$ cat src/rtl/tsn_pri_sched_if.sv
// Scheduler-side bundle: queue status and pMAC beat inputs, grant outputs.
interface tsn_pri_sched_if #(
  parameter int unsigned PORT_FIFO_PRI_NUM = 8
);
  localparam int unsigned QW = PORT_FIFO_PRI_NUM + 1;

  logic          i_sched_en;
  logic [QW-1:0] i_qav_mask;
  logic [QW-1:0] i_fifoc_empty;
  logic [QW-1:0] i_queque;
  logic          i_queque_vld;
  logic          i_pmac_tx_axis_valid;
  logic          i_pmac_tx_axis_last;
  logic [QW-1:0] o_scheduing_rst;
  logic          o_scheduing_rst_vld;
  logic          o_busy;
  logic          o_timeout;

  // Upstream side: Qav manager, crossbar flags and pMAC tap drive the inputs.
  modport master (
    output i_sched_en, i_qav_mask, i_fifoc_empty, i_queque, i_queque_vld,
           i_pmac_tx_axis_valid, i_pmac_tx_axis_last,
    input  o_scheduing_rst, o_scheduing_rst_vld, o_busy, o_timeout
  );

  // Scheduler side.
  modport slave (
    input  i_sched_en, i_qav_mask, i_fifoc_empty, i_queque, i_queque_vld,
           i_pmac_tx_axis_valid, i_pmac_tx_axis_last,
    output o_scheduing_rst, o_scheduing_rst_vld, o_busy, o_timeout
  );
endinterface

$ cat src/rtl/tsn_pri_sched.sv
// Per-port strict-priority transmit scheduler with frame hold and stall watchdog.
module tsn_pri_sched #(
  parameter int unsigned PORT_FIFO_PRI_NUM = 8,
  parameter int unsigned TIMEOUT_CYC       = 1024
) (
  input logic            i_clk,
  input logic            i_rst,
  tsn_pri_sched_if.slave bus
);
  localparam int unsigned QW = PORT_FIFO_PRI_NUM + 1;
  localparam int unsigned CW = 16;
  localparam logic [CW-1:0] WD_LAST = CW'(TIMEOUT_CYC - 1);

  typedef enum logic [1:0] {IDLE = 2'd0, ARB = 2'd1, BUSY = 2'd2} state_t;

  state_t        state_q, state_d;
  logic [QW-1:0] elig_q;
  logic [QW-1:0] cand;
  logic [QW-1:0] sel;
  logic [QW-1:0] grant_q, grant_d;
  logic          vld_q, vld_d;
  logic          busy_q, busy_d;
  logic          tmo_q, tmo_d;
  logic [CW-1:0] wd_q, wd_d;
  logic          beat;
  logic          eof;

  // Credit-eligibility snapshot from the Qav manager.
  always_ff @(posedge i_clk or posedge i_rst) begin
    if (i_rst)                 elig_q <= '0;
    else if (bus.i_queque_vld) elig_q <= bus.i_queque;
  end

  // Sendable queues: non-empty, and either unshaped or credit-eligible.
  always_comb cand = ~bus.i_fifoc_empty & (~bus.i_qav_mask | elig_q);

  // One-hot of the highest-priority sendable queue.
  always_comb begin
    sel = '0;
    for (int i = 0; i < QW; i++) begin
      if (cand[i]) sel = QW'(1) << i;
    end
  end

  assign beat = bus.i_pmac_tx_axis_valid;
  assign eof  = bus.i_pmac_tx_axis_valid & bus.i_pmac_tx_axis_last;

  // State, registered outputs and watchdog counter.
  always_ff @(posedge i_clk or posedge i_rst) begin
    if (i_rst) begin
      state_q <= IDLE;
      grant_q <= '0;
      vld_q   <= 1'b0;
      busy_q  <= 1'b0;
      tmo_q   <= 1'b0;
      wd_q    <= '0;
    end else begin
      state_q <= state_d;
      grant_q <= grant_d;
      vld_q   <= vld_d;
      busy_q  <= busy_d;
      tmo_q   <= tmo_d;
      wd_q    <= wd_d;
    end
  end

  // Next-state: arbitrate on the current cand, hold the grant until EOF or stall.
  always_comb begin
    state_d = state_q;
    grant_d = grant_q;
    vld_d   = 1'b0;
    busy_d  = busy_q;
    tmo_d   = 1'b0;
    wd_d    = wd_q;
    case (state_q)
      IDLE: begin
        if (bus.i_sched_en && (cand != '0)) state_d = ARB;
      end
      ARB: begin
        if (bus.i_sched_en && (sel != '0)) begin
          state_d = BUSY;
          grant_d = sel;
          vld_d   = 1'b1;
          busy_d  = 1'b1;
          wd_d    = '0;
        end else begin
          state_d = IDLE;
        end
      end
      BUSY: begin
        if (eof) begin
          state_d = IDLE;
          grant_d = '0;
          busy_d  = 1'b0;
          wd_d    = '0;
        end else if (beat) begin
          wd_d = '0;
        end else if (wd_q == WD_LAST) begin
          state_d = IDLE;
          grant_d = '0;
          busy_d  = 1'b0;
          tmo_d   = 1'b1;
          wd_d    = '0;
        end else begin
          wd_d = wd_q + CW'(1);
        end
      end
      default: begin
        state_d = IDLE;
        grant_d = '0;
        busy_d  = 1'b0;
        wd_d    = '0;
      end
    endcase
  end

  assign bus.o_scheduing_rst     = grant_q;
  assign bus.o_scheduing_rst_vld = vld_q;
  assign bus.o_busy              = busy_q;
  assign bus.o_timeout           = tmo_q;
endmodule

$ cat src/flat_wrapper.sv
// flat-port wrapper written by rule: the top's interface ports become plain ports
module tsn_pri_sched_flat 
#(
  parameter int unsigned PORT_FIFO_PRI_NUM = 8,
  parameter int unsigned TIMEOUT_CYC       = 1024
)
  (i_clk, i_rst, bus_i_sched_en, bus_i_qav_mask, bus_i_fifoc_empty, bus_i_queque, bus_i_queque_vld, bus_i_pmac_tx_axis_valid, bus_i_pmac_tx_axis_last, bus_o_scheduing_rst, bus_o_scheduing_rst_vld, bus_o_busy, bus_o_timeout);
  tsn_pri_sched_if #(.PORT_FIFO_PRI_NUM(PORT_FIFO_PRI_NUM)) bus_i ();
  input logic i_clk;
  input logic i_rst;
  input wire logic [$bits(bus_i.i_sched_en)-1:0] bus_i_sched_en;
  input wire logic [$bits(bus_i.i_qav_mask)-1:0] bus_i_qav_mask;
  input wire logic [$bits(bus_i.i_fifoc_empty)-1:0] bus_i_fifoc_empty;
  input wire logic [$bits(bus_i.i_queque)-1:0] bus_i_queque;
  input wire logic [$bits(bus_i.i_queque_vld)-1:0] bus_i_queque_vld;
  input wire logic [$bits(bus_i.i_pmac_tx_axis_valid)-1:0] bus_i_pmac_tx_axis_valid;
  input wire logic [$bits(bus_i.i_pmac_tx_axis_last)-1:0] bus_i_pmac_tx_axis_last;
  output wire logic [$bits(bus_i.o_scheduing_rst)-1:0] bus_o_scheduing_rst;
  output wire logic [$bits(bus_i.o_scheduing_rst_vld)-1:0] bus_o_scheduing_rst_vld;
  output wire logic [$bits(bus_i.o_busy)-1:0] bus_o_busy;
  output wire logic [$bits(bus_i.o_timeout)-1:0] bus_o_timeout;
  assign bus_i.i_sched_en = bus_i_sched_en;
  assign bus_i.i_qav_mask = bus_i_qav_mask;
  assign bus_i.i_fifoc_empty = bus_i_fifoc_empty;
  assign bus_i.i_queque = bus_i_queque;
  assign bus_i.i_queque_vld = bus_i_queque_vld;
  assign bus_i.i_pmac_tx_axis_valid = bus_i_pmac_tx_axis_valid;
  assign bus_i.i_pmac_tx_axis_last = bus_i_pmac_tx_axis_last;
  assign bus_o_scheduing_rst = bus_i.o_scheduing_rst;
  assign bus_o_scheduing_rst_vld = bus_i.o_scheduing_rst_vld;
  assign bus_o_busy = bus_i.o_busy;
  assign bus_o_timeout = bus_i.o_timeout;
  tsn_pri_sched #(.PORT_FIFO_PRI_NUM(PORT_FIFO_PRI_NUM), .TIMEOUT_CYC(TIMEOUT_CYC)) u_core (.i_clk(i_clk), .i_rst(i_rst), .bus(bus_i));
endmodule
$ cat config.mk
export PLATFORM = sky130hd
export DESIGN_NAME = tsn_pri_sched_flat
export DESIGN_NICKNAME = d
export VERILOG_FILES = /design/src/rtl/tsn_pri_sched_if.sv /design/src/rtl/tsn_pri_sched.sv /design/src/flat_wrapper.sv
export SDC_FILE = /design/constraint.sdc
export NUM_CORES = 1
export LEC_CHECK = 0
export BUFFER_PORTS_ARGS = -buffer_cell sky130_fd_sc_hd__buf_2
export CAP_MARGIN = 25
export CORE_MARGIN = 1.5
export CORE_UTILIZATION = 27
export DETAILED_ROUTE_END_ITERATION = 10
export PLACE_DENSITY = 0.56
export SETUP_SLACK_MARGIN = 0.02
export SLEW_MARGIN = 20
export SYNTH_ARGS = -nofsm -noshare
export SYNTH_HDL_FRONTEND = slang
export SYNTH_SLANG_ARGS = --single-unit
$ cat constraint.sdc
create_clock -name i_clk -period 2.5 [get_ports i_clk]
set_input_delay 0.125 -clock i_clk [delete_from_list [all_inputs] [get_ports i_clk]]
set_output_delay 0.125 -clock i_clk [all_outputs]
set_load 0.005 [all_outputs]
==> results by group, run 1 <==
Clock tree
  • Htree depth: 2
  • Clock sinks: 39
  • Clk Latency, worst-skew pair: ~0.29 ns
  • Resize count post-CTS: 0
  • Clock buffer depth: 2
  • CTS root buffer: clkbuf_8
  • Register clock-pin slew on the reported worst setup and hold paths: around 0.080 ns
  • CTS Buf Count: 5
  • CTS tree: built

Timing
  • Least-Margin Pin Slew: around 0.51 ns
  • RSZ-0062 raised after global routing: no
  • Setup TNS: 0 ns
  • Clock Skew: 0.0118 ns
  • Final hold vios: 0
  • FMAX: between 400 and 500 MHz
  • Crit path time final: about 2.1 ns
  • Final Max Slew Viols: 0
  • Setup violators final: 0
  • Period utilization: 0.838
  • Relative slew margins: 0.662

Critical path
  • FF-to-FF End: u_core.bus.o_scheduing_rst[3]
  • WP data arrival: 2.27 ns
  • CP Data Required Time: about 2.7 ns
  • Critical Path Source: u_core.wd_q[0]
  • Worst R2R Setup Slack: between 0.4 and 0.5 ns
  • CP Class: flop to flop
  • Crit Reg-Reg Startpoint: u_core.wd_q[0]
  • Register-to-Register Path Depth: 6
  • Critical Path Source Type: flop
  • Worst setup EP type: flop
  • Crit path max fanout: 8

Synthesis
  • Simple-gate share of the synthesized area: 0.188
  • Synth Cell Area: around 2100 sq um
  • Post-synthesis xor/xnor area fraction: 0
  • Cells after synthesis: ~200
  • Mux contribution to synthesized area: 0.0527
  • Synth Area in Adders: 0.00606
  • Seq cells post-synth: 39
  • Part of the Yosys area used for sequential elements: 0.472
  • Synth Area in Compound Gates: 0.224
  • Mapped Avg Cell Area: roughly 10 sq um
  • Ys Warns: 0
  • Library cells used by synthesis: 47
  • Largest family of logic cells by synthesized area: compound AO/OA/AOI/OAI gates
  • Number of flops mapped to enable cells by yosys: 0
  • Syn_nets: between 200 and 250
  • Synth async-reset ratio: 1.00
  • Synth Flop Type: dfrtp_1

Place
  • DP Area: roughly 2400 sq um
  • IO buf count: 44
  • HPWL reported at the end of detailed placement: 3430 um
  • Dpl cells: about 340
  • Gpl congestion: about 0.76

GRT
  • First-pass GRT wire length: 7770 um
  • Largest net degree at the start of global routing: 40
  • Gr ovfl total: 0
  • Global Route Usage Sum: 0.118
  • Vias in the first global route: 1,610
  • Initial antenna violation count: 0

Cells and area
  • Antenna Cells: 0
  • Core Util, Final: 0.342
  • Area grow syn2layout: 21.4%
  • Post-route cell area: between 2000 and 3000 sq um
  • Most frequent cells in the layout: buf_2, dfrtp_1, inv_1
  • Nets: 285
  • Fillers: 754
  • Final std cells w/o fill: 351
  • Layout cell share with drive strength beyond 1: 0.317
  • Commonest non-fill, non-tap cell in the layout: buf_2

Power
  • PD cells: a little under 700 nW/um^2
  • Switching Share: 0.299
  • Power share of the combinational group: 0.242
  • Leakage: about 0.0012 uW
  • Internal Power: roughly 1200 uW
  • Max IR drop VDD: roughly 0.23 mV
  • Reg power frac: 0.446
  • Clock power share: 0.313
  • P_sw: 504 uW

Hold path
  • Hold path cells: 3
  • Worst hold path endpoint: u_core.elig_q[7]
  • Worst Hold Class: primary input to flop
  • HP Start: bus_i_queque[7]

Floorplan
  • Rows: 31
  • Die area: a little over 8000 sq um
  • Starting Density: 0.282
  • Die width: around 90 um
  • Die height: around 90 um
  • Core Box Area: 7330 sq um
  • Ports: 45

Drt
  • Final WL: roughly 4500 um
  • Drt drc: 0
  • Final ANT Viol Nets: 0
  • Drt wl/cell: between 10 and 15 um
  • Starting DRC count in detailed routing: 96
  • Vias: between 1,500 and 2,000
  • DR pass1 iterations: 4
  • Vias per inst: just under 5

Outcome
  • Status: complete, no violations

Run
  • Max cap viols: 0
[per-stage QoR]
| step | setup WS [ns] | hold WS, ns | total power [uW] |
|---|---|---|---|
| finish | 0.405 | 0.0433 | 1690 |
| global route | 0.176 | 0.0478 | 1800 |
| CTS | 0.379 | 0.0317 | 1720 |
| detailed placement | 0.390 | 0.282 | 1180 |
| global placement | 0.456 | 0.279 | 1170 |
| floorplan | 0.601 | 0.242 | 1060 |
[cells in the mapped netlist (7+ instances only)]
cell | number | area, sq um
nand3_1 | 10 | 50.1
inv_1 | 15 | 56.3
a22o_1 | 7 | 61.3
nand2b_1 | 8 | 50.1
dfrtp_1 | 39 | 976
and3_1 | 7 | 43.8
mux2_2 | 7 | 78.8
nor2_1 | 12 | 45.0
a21oi_1 | 7 | 35.0
nand2_1 | 12 | 45.0
a21oi_2 | 7 | 61.3
o21ai_0 | 10 | 50.1
[worst max-delay path, cell delays in order, from the launching register on]
cell     delay (ns)
dfrtp_1        0.43
ha_1           0.21
and3_1         0.28
nand3_1        0.14
o31ai_2        0.36
nand2_1        0.28
a22o_1         0.29
[layout make-up]
type | count | area (sq um) | area share
Clock inverter | 3 | 43.8 | 0.0175
Clock buffer | 5 | 68.8 | 0.0274
Sequential cell | 39 | 976 | 0.389
Tap cell | 99 | 124 | 0.0494
Multi-Input combinational cell | 142 | 973 | 0.388
Inverter | 15 | 56.3 | 0.0225
Timing Repair Buffer | 48 | 265 | 0.106
[routing by layer]
metal  GRT usage  vias up  part of all wire
met4      0.0317        0            0.0097
met3      0.0345        6             0.042
met5           0        -                 0
met2       0.192       38              0.48
met1       0.152      819              0.46
li1            -      841                 -
[logic make-up (layout without fill, tap and decap cells)]
logic type,after synthesis,in the layout
fa+ha+maj,1,1
buf+inv,25,71
mux,10,10
simple gates,72,72
compound gates,59,59
flops,39,39
[power by group through the flow]
| stage | clock [uW] | combinational, uW | sequential, uW |
|---|---|---|---|
| finish | 528 | 408 | 753 |
| global route | 579 | 456 | 768 |
| CTS | 550 | 415 | 754 |
| detailed placement | 0 | 412 | 767 |
| global placement | 0 | 409 | 764 |
| floorplan | 0 | 313 | 748 |
[sequential cells by signal, indices dropped and copies added (netlist names)]
| name | count |
|---|---|
| u_core.bus.o_busy | 1 |
| u_core.bus.o_scheduing_rst | 9 |
| u_core.bus.o_scheduing_rst_vld | 1 |
| u_core.bus.o_timeout | 1 |
| u_core.elig_q | 9 |
| u_core.state_q | 2 |
| u_core.wd_q | 16 |
[timing repair]
item / in CTS / in global routing
setup buffers: 0 / 0
hold buffers: 1 / 0
hold endpoints to repair: 39 / 0
[worst max path at each step]
stage	endpoint	slack [ns]	cells after the start
6_report	u_core.bus.o_scheduing_rst[3]	0.41	6
5_1_grt	u_core.bus.o_scheduing_rst[3]	0.18	6
4_1_cts	u_core.bus.o_scheduing_rst[3]	0.38	6
3_5_place_dp	u_core.bus.o_scheduing_rst[5]	0.39	6
3_3_place_gp	u_core.bus.o_scheduing_rst[3]	0.46	6
2_1_floorplan	u_core.wd_q[5]	0.60	9
(Power assumes the default switching activity.)
==> inputs of run 2 (changes only) <==
Settings changed: PLACE_DENSITY 0.56 to 0.58.
Clock period 2.5 ns to 1.82 ns, I/O delays scaled along.
==> run 2 against run 1 <==
Against the previous run: non-clock buffer count rose by 10; first-iteration DRC count shrank 66%; maximum frequency is 20% higher; register-to-register slack got worse by 0.33 ns; worst setup slack lost 0.33 ns; final cell count is 2.6% higher; clock skew fell by 0.0065 ns; sequential power increased by 37%; critical path depth did not move; global-route usage grew 0.11 points; total power is 36% higher; via count is 1.6% higher; critical endpoint is now u_core.bus.o_scheduing_rst[6].
==> results by group, run 2 (synthesized netlist as in run 1, its figures left out) <==
Critical path
  • Critical Path Source: u_core.elig_q[7]
  • CP Data Required Time: 1.99 ns (-0.69 ns)
  • Crit path max fanout: 5 (-3)
  • CP Class: flop to flop
  • FF-to-FF End: u_core.bus.o_scheduing_rst[6]
  • WP data arrival: 1.92 ns (-0.35 ns)
  • Worst R2R Setup Slack: 0.07 ns (-0.33 ns)
  • Critical Path Source Type: flop
  • Worst setup EP type: flop
  • Register-to-Register Path Depth: 6 (unchanged)
  • Crit Reg-Reg Startpoint: u_core.elig_q[7]

Timing
  • RSZ-0062 raised after global routing: yes
  • Final hold vios: 0 (unchanged)
  • Clock Skew: 0.00531 ns (-0.00646 ns)
  • Final Max Slew Viols: 0 (unchanged)
  • Setup violators final: 0 (unchanged)
  • FMAX: 572 MHz (+20%)
  • Crit path time final: 1.75 ns (-0.346 ns)
  • Least-Margin Pin Slew: 0.490 ns (-0.0164 ns)
  • Period utilization: 0.961 (+0.123)
  • Relative slew margins: 0.673 (+0.0109)

Cells and area
  • Final std cells w/o fill: 360 (+2.6%)
  • Fillers: 768 (+1.9%)
  • Area grow syn2layout: 27.1%
  • Biggest register: u_core.wd_q
  • Largest register FFs: 16 (unchanged)
  • Most frequent cells in the layout: buf_2, dfrtp_1, inv_1
  • Layout cell share with drive strength beyond 1: 0.375 (+0.0580)
  • Commonest non-fill, non-tap cell in the layout: buf_2
  • Antenna Cells: 0 (unchanged)
  • Nets: 295 (+3.5%)
  • Core Util, Final: 0.358 (+0.0160)

Clock tree
  • CTS Buf Count: 5 (unchanged)
  • Clock buffer depth: 2 (unchanged)
  • CTS tree: built
  • CTS root buffer: clkbuf_8
  • Register clock-pin slew on the reported worst setup and hold paths: 0.08 ns (about the same)
  • Htree depth: 2 (unchanged)
  • Clk Latency, worst-skew pair: 0.28 ns (about the same)
  • Clock sinks: 39 (unchanged)

Outcome
  • Status: complete, no violations

GRT
  • Initial antenna violation count: 0 (unchanged)
  • Met3 Track Usage GR: 0.0337 (-0.000842)
  • Met1 Usage GRT: 0.152 (+0.000526)
  • Met2 GRT Util: 0.196 (+0.00376)
  • Vias in the first global route: 1,682 (+4.5%)
  • GR peak layer: met2
  • Global Route Usage Sum: 0.119 (+0.00107)
  • Gr ovfl total: 0 (unchanged)
  • First-pass GRT wire length: 7910 um (+1.8%)
  • Largest net degree at the start of global routing: 40 (unchanged)

Hold path
  • Worst Hold Class: primary input to flop
  • HP Start: bus_i_queque[6]
  • Worst hold path endpoint: u_core.elig_q[6]
  • Hold path cells: 3 (unchanged)

Power
  • Max IR drop VDD: 0.311 mV (+34%)
  • Leakage: 0.00124 uW (+3.9%)
  • PD cells: 874 nW/um^2 (+30%)

Drt
  • Drt wl/cell: 13.0 um (about the same)
  • Final ANT Viol Nets: 0 (unchanged)
  • Final WL: 4660 um (+2.5%)
  • Vias: 1,731 (+1.6%)
  • Vias per inst: 4.81 (-0.96%)
  • DR pass1 iterations: 4 (unchanged)
  • Drt drc: 0 (unchanged)
  • Starting DRC count in detailed routing: 33 (-66%)

Floorplan
  • Die width: 90.5 um (unchanged)
  • Die area: 8180 sq um (unchanged)
  • Core Box Area: 7330 sq um (unchanged)
  • Ports: 45 (unchanged)
  • Rows: 31 (unchanged)
  • Starting Density: 0.282 (unchanged)
  • Die height: 90.5 um (unchanged)

Place
  • Dpl cells: 347 (+1.5%)
  • IO buf count: 44 (unchanged)
  • HPWL reported at the end of detailed placement: 3420 um (about the same)
  • Gpl congestion: 0.794 (+4.2%)

Run
  • Max cap viols: 0 (unchanged)
[run 2: cell types whose count changed in the layout (fill, tap and decap cells not counted), sizes merged]
cell | before | now
buf | 47 | 57
bufinv | 1 | 0
clkbuf | 5 | 6
clkinv | 2 | 1
[run 2: worst max path at each step]
| stage | to | slack (ns) | cells after the start |
|---|---|---|---|
| final | u_core.bus.o_scheduing_rst[6] | 0.07 | 6 |
| after global routing | u_core.bus.o_scheduing_rst[0] | -0.04 | 6 |
| after CTS | u_core.wd_q[7] | 0.03 | 6 |
| after detailed placement | u_core.wd_q[9] | 0.05 | 6 |
| after global placement | u_core.wd_q[9] | 0.08 | 6 |
| after floorplan | u_core.wd_q[11] | -0.02 | 9 |
[run 2: repair_timing]
action | in CTS | in global routing
endpoints found under the hold margin | 39 | 0
buffers inserted | 0 | 5
hold buffers | 1 | 0
endpoints found under the setup margin | 0 | 23
resized for setup | 0 | 7
[run 2: layout make-up]
cell class,instances,area (sq um),area share
Timing Repair Buffer,58,340,0.130
Tap cell,99,124,0.0472
Sequential cell,39,976,0.372
Clock inverter,1,5.00,0.00191
Inverter,15,56.3,0.0214
Clock buffer,6,82.6,0.0315
Multi-Input combinational cell,142,1040,0.397
[run 2: per-layer routing]
layer	vias up	share of wire
met3	2	0.043
met1	832	0.47
li1	860	-
met4	0	0.0045
met2	37	0.48
met5	-	0
[run 2: metrics by stage]
| step | worst slack, ns | hold slack [ns] | total power (uW) | instance area (sq um) | setup TNS [ns] |
|---|---|---|---|---|---|
| after detailed placement | 0.0527 | 0.247 | 1670 | 2450 | 0 |
| after floorplan | -0.0225 | 0.208 | 1470 | 2100 | -0.0976 |
| final | 0.0708 | 0.0147 | 2290 | 2630 | 0 |
| after global placement | 0.0828 | 0.241 | 1660 | 2450 | 0 |
| after CTS | 0.0278 | 0.00375 | 2280 | 2540 | 0 |
| after global routing | -0.0357 | 0.0228 | 2430 | 2630 | -0.0836 |
[run 2: report_power, final]
part | switching [uW] | internal [uW]
Clock | 299 | 298
Sequential | 69.8 | 956
Combinational | 345 | 326
[run 2: worst max-delay path: stages, from the launching register on]
cell and delay, ns:
dfrtp_1 0.39, nand2b_4 0.14, a222oi_1 0.29, buf_4 0.20, nand4_1 0.18, and2_4 0.24
a32o_1 0.21
